===== src/rtl/risc_pkg.sv =====
// Shared definitions for the 8-bit accumulator CPU: opcode encodings (also
// used by the alu), instruction phase numbers, and a small opcode classifier.
package risc_pkg;

  localparam int OPCODE_W = 3;

  localparam logic [OPCODE_W-1:0] OP_HLT = 3'b000;
  localparam logic [OPCODE_W-1:0] OP_SKZ = 3'b001;
  localparam logic [OPCODE_W-1:0] OP_ADD = 3'b010;
  localparam logic [OPCODE_W-1:0] OP_AND = 3'b011;
  localparam logic [OPCODE_W-1:0] OP_XOR = 3'b100;
  localparam logic [OPCODE_W-1:0] OP_LDA = 3'b101;
  localparam logic [OPCODE_W-1:0] OP_STO = 3'b110;
  localparam logic [OPCODE_W-1:0] OP_JMP = 3'b111;

  localparam logic [2:0] PH_INST_ADDR  = 3'd0;
  localparam logic [2:0] PH_INST_FETCH = 3'd1;
  localparam logic [2:0] PH_INST_LOAD  = 3'd2;
  localparam logic [2:0] PH_IDLE       = 3'd3;
  localparam logic [2:0] PH_OP_ADDR    = 3'd4;
  localparam logic [2:0] PH_OP_FETCH   = 3'd5;
  localparam logic [2:0] PH_ALU_OP     = 3'd6;
  localparam logic [2:0] PH_STORE      = 3'd7;

  // Instructions that read a memory operand and write the accumulator.
  function automatic logic is_aluop(input logic [OPCODE_W-1:0] op);
    return (op == OP_ADD) || (op == OP_AND) || (op == OP_XOR) || (op == OP_LDA);
  endfunction

endpackage


===== src/rtl/risc_controller_if.sv =====
// Controller <-> datapath bundle.
//   master (controller): takes opcode/zero, drives strobes, halt and phase.
//   slave  (datapath)  : drives opcode/zero, takes the rest.
interface risc_controller_if;
  import risc_pkg::*;

  logic [OPCODE_W-1:0] opcode;
  logic                zero;
  logic                sel;
  logic                rd;
  logic                ld_ir;
  logic                inc_pc;
  logic                ld_pc;
  logic                ld_ac;
  logic                data_e;
  logic                wr;
  logic                halt;
  logic [2:0]          phase;

  modport master (
    input  opcode, zero,
    output sel, rd, ld_ir, inc_pc, ld_pc, ld_ac, data_e, wr, halt, phase
  );

  modport slave (
    output opcode, zero,
    input  sel, rd, ld_ir, inc_pc, ld_pc, ld_ac, data_e, wr, halt, phase
  );
endinterface


===== src/rtl/risc_controller_ctrl_decode.sv =====
// ctrl_decode: purely combinational strobe decoder.
// Ports: phase/opcode/zero/halted in; sel, rd, ld_ir, inc_pc, ld_pc, ld_ac,
// data_e, wr, halt out. Opcode only matters in phases 4-7, zero only in 6.
module ctrl_decode
  import risc_pkg::*;
(
  input  logic [2:0]          phase,
  input  logic [OPCODE_W-1:0] opcode,
  input  logic                zero,
  input  logic                halted,
  output logic                sel,
  output logic                rd,
  output logic                ld_ir,
  output logic                inc_pc,
  output logic                ld_pc,
  output logic                ld_ac,
  output logic                data_e,
  output logic                wr,
  output logic                halt
);

  always_comb begin
    sel    = 1'b0;
    rd     = 1'b0;
    ld_ir  = 1'b0;
    inc_pc = 1'b0;
    ld_pc  = 1'b0;
    ld_ac  = 1'b0;
    data_e = 1'b0;
    wr     = 1'b0;
    halt   = 1'b0;
    if (halted) begin
      // Frozen: only halt is asserted, every datapath strobe held low.
      halt = 1'b1;
    end else begin
      unique case (phase)
        PH_INST_ADDR: sel = 1'b1;
        PH_INST_FETCH: begin
          sel = 1'b1;
          rd  = 1'b1;
        end
        PH_INST_LOAD, PH_IDLE: begin
          sel   = 1'b1;
          rd    = 1'b1;
          ld_ir = 1'b1;
        end
        PH_OP_ADDR: begin
          // The halt-entry cycle still bumps the PC past the HLT.
          inc_pc = 1'b1;
          halt   = (opcode == OP_HLT);
        end
        PH_OP_FETCH: rd = is_aluop(opcode);
        PH_ALU_OP: begin
          rd     = is_aluop(opcode);
          inc_pc = (opcode == OP_SKZ) && zero;
          ld_pc  = (opcode == OP_JMP);
          data_e = (opcode == OP_STO);
        end
        PH_STORE: begin
          rd     = is_aluop(opcode);
          ld_ac  = is_aluop(opcode);
          inc_pc = (opcode == OP_JMP);
          ld_pc  = (opcode == OP_JMP);
          data_e = (opcode == OP_STO);
          wr     = (opcode == OP_STO);
        end
        default: ;
      endcase
    end
  end

endmodule


===== src/rtl/risc_controller.sv =====
// risc_controller: 8-phase instruction sequencer (fetch 0-3, execute 4-7).
// Ports: clk, rst_n (async low), bus (risc_controller_if.master), and
// resume when CTRL_RESUME_EN is defined.
// CTRL_RESUME_EN: adds a resume input that leaves the halted state; the HLT
// then completes as a NOP from phase 5. Without it only rst_n leaves halt.
// Holds only the phase counter and the halted flag; strobes come from
// ctrl_decode.
module risc_controller
  import risc_pkg::*;
(
  input  logic               clk,
  input  logic               rst_n,
`ifdef CTRL_RESUME_EN
  input  logic               resume,
`endif
  risc_controller_if.master  bus
);

  logic [2:0] phase_q, phase_d;
  logic       halted_q, halted_d;

  always_comb begin
    phase_d  = phase_q + 3'd1;
    halted_d = halted_q;
    if (halted_q) begin
      phase_d = phase_q;
`ifdef CTRL_RESUME_EN
      if (resume) begin
        halted_d = 1'b0;
        phase_d  = PH_OP_FETCH;
      end
`endif
    end else if (phase_q == PH_OP_ADDR && bus.opcode == OP_HLT) begin
      // Park at phase 4 so a resume can finish the HLT as a NOP.
      halted_d = 1'b1;
      phase_d  = phase_q;
    end
  end

  always_ff @(posedge clk or negedge rst_n) begin
    if (!rst_n) begin
      phase_q  <= PH_INST_ADDR;
      halted_q <= 1'b0;
    end else begin
      phase_q  <= phase_d;
      halted_q <= halted_d;
    end
  end

  assign bus.phase = phase_q;

  ctrl_decode u_decode (
    .phase  (phase_q),
    .opcode (bus.opcode),
    .zero   (bus.zero),
    .halted (halted_q),
    .sel    (bus.sel),
    .rd     (bus.rd),
    .ld_ir  (bus.ld_ir),
    .inc_pc (bus.inc_pc),
    .ld_pc  (bus.ld_pc),
    .ld_ac  (bus.ld_ac),
    .data_e (bus.data_e),
    .wr     (bus.wr),
    .halt   (bus.halt)
  );

endmodule


===== src/flat_wrapper.sv =====
// flat-port wrapper written by rule: the top's interface ports become plain ports
module risc_controller_flat import risc_pkg::*;
  (clk, rst_n, bus_opcode, bus_zero, bus_sel, bus_rd, bus_ld_ir, bus_inc_pc, bus_ld_pc, bus_ld_ac, bus_data_e, bus_wr, bus_halt, bus_phase);
  risc_controller_if bus_i ();
  input  logic clk;
  input  logic rst_n;
  input wire logic [$bits(bus_i.opcode)-1:0] bus_opcode;
  input wire logic [$bits(bus_i.zero)-1:0] bus_zero;
  output wire logic [$bits(bus_i.sel)-1:0] bus_sel;
  output wire logic [$bits(bus_i.rd)-1:0] bus_rd;
  output wire logic [$bits(bus_i.ld_ir)-1:0] bus_ld_ir;
  output wire logic [$bits(bus_i.inc_pc)-1:0] bus_inc_pc;
  output wire logic [$bits(bus_i.ld_pc)-1:0] bus_ld_pc;
  output wire logic [$bits(bus_i.ld_ac)-1:0] bus_ld_ac;
  output wire logic [$bits(bus_i.data_e)-1:0] bus_data_e;
  output wire logic [$bits(bus_i.wr)-1:0] bus_wr;
  output wire logic [$bits(bus_i.halt)-1:0] bus_halt;
  output wire logic [$bits(bus_i.phase)-1:0] bus_phase;
  assign bus_i.opcode = bus_opcode;
  assign bus_i.zero = bus_zero;
  assign bus_sel = bus_i.sel;
  assign bus_rd = bus_i.rd;
  assign bus_ld_ir = bus_i.ld_ir;
  assign bus_inc_pc = bus_i.inc_pc;
  assign bus_ld_pc = bus_i.ld_pc;
  assign bus_ld_ac = bus_i.ld_ac;
  assign bus_data_e = bus_i.data_e;
  assign bus_wr = bus_i.wr;
  assign bus_halt = bus_i.halt;
  assign bus_phase = bus_i.phase;
  risc_controller u_core (.clk(clk), .rst_n(rst_n), .bus(bus_i));
endmodule

===== config.mk =====
export PLATFORM = sky130hd
export DESIGN_NAME = risc_controller_flat
export DESIGN_NICKNAME = d
export VERILOG_FILES = /design/src/rtl/risc_pkg.sv /design/src/rtl/risc_controller_if.sv /design/src/rtl/risc_controller_ctrl_decode.sv /design/src/rtl/risc_controller.sv /design/src/flat_wrapper.sv
export SDC_FILE = /design/constraint.sdc
export NUM_CORES = 1
export LEC_CHECK = 0
export CORE_AREA = 3 3 40 42
export DETAILED_ROUTE_END_ITERATION = 10
export DIE_AREA = 0 0 43 45
export GPL_TIMING_DRIVEN = 0
export HOLD_SLACK_MARGIN = 0.12
export SLEW_MARGIN = 20
export SYNTH_ARGS = -nofsm -noshare
export SYNTH_HDL_FRONTEND = slang
export SYNTH_SLANG_ARGS = --single-unit

===== constraint.sdc =====
create_clock -name clk -period 1.6 [get_ports clk]
set_clock_uncertainty 0.15 [all_clocks]
set_input_delay 0.4 -clock clk [delete_from_list [all_inputs] [get_ports clk]]
set_output_delay 0.4 -clock clk [all_outputs]
set_load 0.01 [all_outputs]

### After elaboration in Yosys (flattened, before gate mapping)

Cells that the tools add are included.

| operators by class | value |
|---|---|
| add/sub/neg operators | 1 |
| equality and inequality tests | 14 |
| multiplexer cells | 20 |
| bitwise operators | 2 |
| reduce and logical (&&, ||, !) cells | 13 |

Operator list:

| operator | number |
|---|---|
| $eq 3x3->1 const B | 8 |
| $mux 1 | 18 |
| $eq 3x2->1 const B | 4 |
| $eq 3x1->1 const B | 2 |
| $logic_not 3->1 | 2 |
| $reduce_or 3->1 | 2 |
| $reduce_or 2->1 | 2 |
| $reduce_or 4->1 | 1 |
| $add 3x1->3 const B | 1 |
| $logic_or 1x1->1 | 3 |
| $pmux 1 s3 | 1 |
| $logic_and 1x1->1 | 2 |
| $not 1->1 | 2 |
| $pmux 1 s2 | 1 |
| $reduce_and 2->1 | 1 |

| storage, ports and cells | value |
|---|---|
| register bits after elaboration | 4 |
| input bits | 6 |
| output and inout bits | 12 |
| word-level logic and storage cells | 52 |

### Logic depth before layout (Yosys ltp)

| logic depth | value |
|---|---|
| word-level depth | 6 |
| mapped depth | 5 |
| mapped depth without buffers | 5 |

### Hierarchy

A second synthesis with hierarchy kept.

| second synthesis, totals | value |
|---|---|
| cells, all modules | 38 |
| area, all modules | 344.1 um^2 |

By module, submodules not included:

| module | times used | cells each | area each (um^2) | sequential area each (um^2) |
|---|---|---|---|---|
| risc_controller | 1 | 17 | 214.0 | 100.1 |
| ctrl_decode | 1 | 21 | 130.1 | 0.0 |

### Worst setup path before layout

Ideal clock, no wire load.

| timing | value |
|---|---|
| kind | reg2out |
| from | register u_core.phase_q[0], in the netlist u_core.bus.phase[0] |
| to | output port bus_inc_pc |
| data arrival time | 1391 ps |
| required time | 1050 ps |
| slack | -341 ps |
| stages on the path, launching flop included | 6 |
| buffers on the path | 0 |
| cell sequence | dfrtp_1 inv_1 ha_1 nand4_1 or3_1 a31oi_1 |

| on the way | value |
|---|---|
| longest elaborated chain between the ends | 3 |
| elaborated cells on any way between the ends | 5 |
| those cells by class | 3 x eq/ne; 2 x mux |

Ends and longest elaborated chain:

| element | RTL line | source |
|---|---|---|
| from (decl) | risc_controller.sv:19 | `logic [2:0] phase_q, phase_d;` |
| from (signal assigned) | risc_controller.sv:45 | `phase_q <= phase_d;` |
| $eq 3x3->1 | risc_controller_ctrl_decode.sv:36 | `unique case (phase)` |
| $pmux 1 s3 (*) | risc_controller_ctrl_decode.sv:36 |  |
| $mux 1 (*) | risc_controller_ctrl_decode.sv:32 | `if (halted) begin` |
| to (decl) | flat_wrapper.sv:12 | `output wire logic [$bits(bus_i.inc_pc)-1:0] bus_inc_pc;` |

Every way passes the cells marked *; elsewhere a longest branch is shown, timed or not.

### Worst setup path after layout

Same ends and word-level chain as after synthesis.

==> impl_metrics.json <==
{
  "crit_path_end_kind": "output pin",
  "max_stage_delay_ns": 0.45,
  "dp.cells": 76,
  "cts_root_buffer": "clkbuf_4",
  "yosysMostFrequentCell": "ha_1",
  "die_area_um2": 1940,
  "vias": 449,
  "synth.area.top_cells": "dfrtp_1 26%, ha_1 23%, a21oi_1 6.4%",
  "dp_hpwl_um": 787,
  "core-area_um2": 1280,
  "drv_cap": 0,
  "rr_startpoint": "u_core.bus.phase[1]",
  "htreeDepth": 1,
  "crit_type": "reg -> out",
  "ys_warn_count": 0,
  "final_nets": 93,
  "synth_top_area_share_pct": 25.7,
  "violations": "setup timing",
  "critPathSlowestCell": "dfrtp_2",
  "clock-sinks": 4,
  "antenna_found_initial": 0,
  "area_growth_pct": 118,
  "power.density_nw_per_um2": 2040,
  "vias_per_cell": 4.78,
  "grt_overflow_total": 0,
  "synth_seq_cells": 4,
  "critical_path_arrival_ns": 1.64,
  "drc": 0,
  "synth_edf_count": 0,
  "drtPass1Iterations": 2,
  "grt_pass1_wl_mm": 1.93,
  "startpoint": "u_core.bus.phase[0]",
  "synth.distinct_cells": 21,
  "cp-start-kind": "register",
  "syn_inst": 44,
  "drt_iter0_drc": 1,
  "ant_nets": 0,
  "outcome": "finished with violations",
  "drv_slew": 0,
  "clock.fmax_mhz": 456,
  "grt_pass1_vias": 424,
  "crit_chain": "inv_4, ha_4, nand4_1, or3_1, a31oi_2, buf_2",
  "cts_hold_buf": 0,
  "die_w_um": 43,
  "rsz0062_at_grt": "yes",
  "p_leak_uw": 0.000359,
  "synth_common_cells": "7 x ha_1, 5 x a21oi_1, 4 x dfrtp_1, 4 x inv_1, 3 x nand2_1",
  "drive_above_1_share_pct": 70.9,
  "clkTransAtPathRegs_ns": 0.04,
  "synthesis.area_um2": 389,
  "fin_cells": 94,
  "setup_slack_ns": -0.594,
  "wl_per_cell_um": 13.7,
  "numCtsBuffers": 3,
  "io_buffers": 17,
  "finalCritPeriodShare_pct": 137,
  "setup_viol": 11,
  "initial_core_util_pct": 30.3,
  "cp_data_required_time_ns": 1.05,
  "synth_seq_area_share_pct": 25.7,
  "routabilityCongestion": 0.684,
  "crit_family": "flip-flops",
  "synthArstFlopShare_pct": 100,
  "cts_tree": "built",
  "routed_wl_mm": 1.29,
  "finalHoldViolations": 0,
  "period_minus_slack_ns": 2.19,
  "cts_buffer_depth": 2,
  "syn-num-nets": 57,
  "worstHoldPathType": "in -> async",
  "worstMarginPinSlew_ns": 0.314,
  "worst_skew_pair.late_latency_ns": 0.24,
  "grt_usage_pct": 13.9,
  "grt_max_degree": 11,
  "fill_cells": 109,
  "pre_cts_ws_ns": -1.15,
  "yosys.area.top_type": "dfrtp_1",
  "crit_fanout": 4,
  "ir_worst_vdd_v": 0.00103,
  "path_buf_inv": 2,
  "antennaDiodeCount": 0,
  "slew_headroom_pct": 79.1,
  "io_pins": 18,
  "synth_ff_type": "dfrtp_1",
  "die_h_um": 45,
  "avgSynthCellArea_um2": 8.84,
  "rows": 13
}
stage by stage:
step / instance area, µm² / util, % / total power (µW) / hold WS, ns / TNS, ns
after floorplan: 467 / - / 829 / -0.0456 / -1.13
after global placement: 656 / 51.0 / 1180 / 0.338 / -8.85
after detailed placement: 656 / 51.0 / 1180 / 0.339 / -9.09
after CTS: 776 / 60.4 / 1490 / 0.200 / -4.99
after global routing: 850 / 66.1 / 1890 / 0.192 / -5.79
final: 850 / 66.1 / 1740 / 0.205 / -4.73
path summary, 6_finish.rpt:
kind                                       end  cells after the start  slack, ns
max in group asynchronous  u_core.bus.phase[2]                      1       0.91
hold reg to reg                u_core.halted_q                      2       0.34
hold / removal             u_core.bus.phase[0]                      1       0.20
min in group clk               u_core.halted_q                      2       0.34
setup / recovery                    bus_inc_pc                      6      -0.59
setup reg to reg           u_core.bus.phase[1]                      7      -0.24
power breakdown:
group | internal, µW | switching (µW)
sequential | 166 | 113
combinational | 728 | 593
clock | 93.7 | 43.6
cell families (layout without fill, tap and decap cells):
family                   after synthesis  count (layout)  share of synthesized area (%)
AO/OA/AOI/OAI                         10              10                           15.1
multiplexers                           1               1                           3.86
adder cells (fa/ha/maj)                7               7                           22.5
XOR/XNOR                               2               2                           4.50
buffers and inverters                  5              40                           4.82
flip-flops                             4               4                           25.7
AND/OR/NAND/NOR                       15              15                           23.5
layer usage:
metal / up-vias / track usage, % / routed length, µm
met5: - / 0 / 0
met2: 10 / 23.1 / 709
met1: 205 / 15.9 / 517
li1: 232 / - / -
met4: 0 / 10.8 / 23
met3: 2 / 2.39 / 36
cells in the final DEF, fill, tap and decap left out:
| cell type | n |
|---|---|
| or3_1 | 1 |
| a21oi_4 | 1 |
| clkbuf_4 | 3 |
| xnor2_1 | 1 |
| dfrtp_2 | 3 |
| o32ai_2 | 1 |
| buf_2 | 5 |
| o21ai_0 | 2 |
| a31oi_2 | 1 |
| dfrtp_1 | 1 |
| nor4b_2 | 1 |
| a21oi_1 | 1 |
| nor2_2 | 1 |
| clkbuf_2 | 3 |
| nor2_1 | 1 |
| nor3_2 | 1 |
| nand4_1 | 2 |
| a21oi_2 | 4 |
| ha_2 | 1 |
| or2_4 | 1 |
| dlygate4sd2_1 | 7 |
| buf_4 | 10 |
| clkbuf_1 | 1 |
| nand2_1 | 3 |
| buf_6 | 5 |
| inv_4 | 2 |
| xnor2_2 | 1 |
| nand2b_1 | 1 |
| inv_2 | 2 |
| ha_4 | 6 |
| or3_4 | 1 |
| clkdlybuf4s50_1 | 2 |
| mux2_4 | 1 |
| nor4b_4 | 1 |
| nor4_2 | 1 |
what timing repair did:
action | 4_1_cts | 5_1_grt
gates resized for setup | 46 | 17
endpoints found under the setup margin | 14 | 12
cloned | 0 | 0
pin swaps | 7 | 5
buffers inserted | 8 | 6
worst reg2reg max path: stages (launching register included):
cell and delay, ns:
dfrtp_2 0.47, inv_4 0.11, buf_6 0.11, ha_4 0.13, nor4b_4 0.21, a21oi_2 0.10, buf_4 0.15, mux2_4 0.29
registers in the layout (all words and copies together), names as in the netlist:
signal	flops
u_core.bus.phase	3
u_core.halted_q	1
cell type report:
cell class / count / area [µm²] / area share [%]
sequential: 4 / 104 / 12.2
buffer: 1 / 5.00 / 0.589
timing repair buffer: 31 / 248 / 29.2
inverter: 4 / 20.0 / 2.36
tap: 15 / 18.8 / 2.21
multi-input combinational: 35 / 428 / 50.4
clock buffer: 4 / 26.3 / 3.09
No activity file was read; power rests on OpenSTA's default activity.
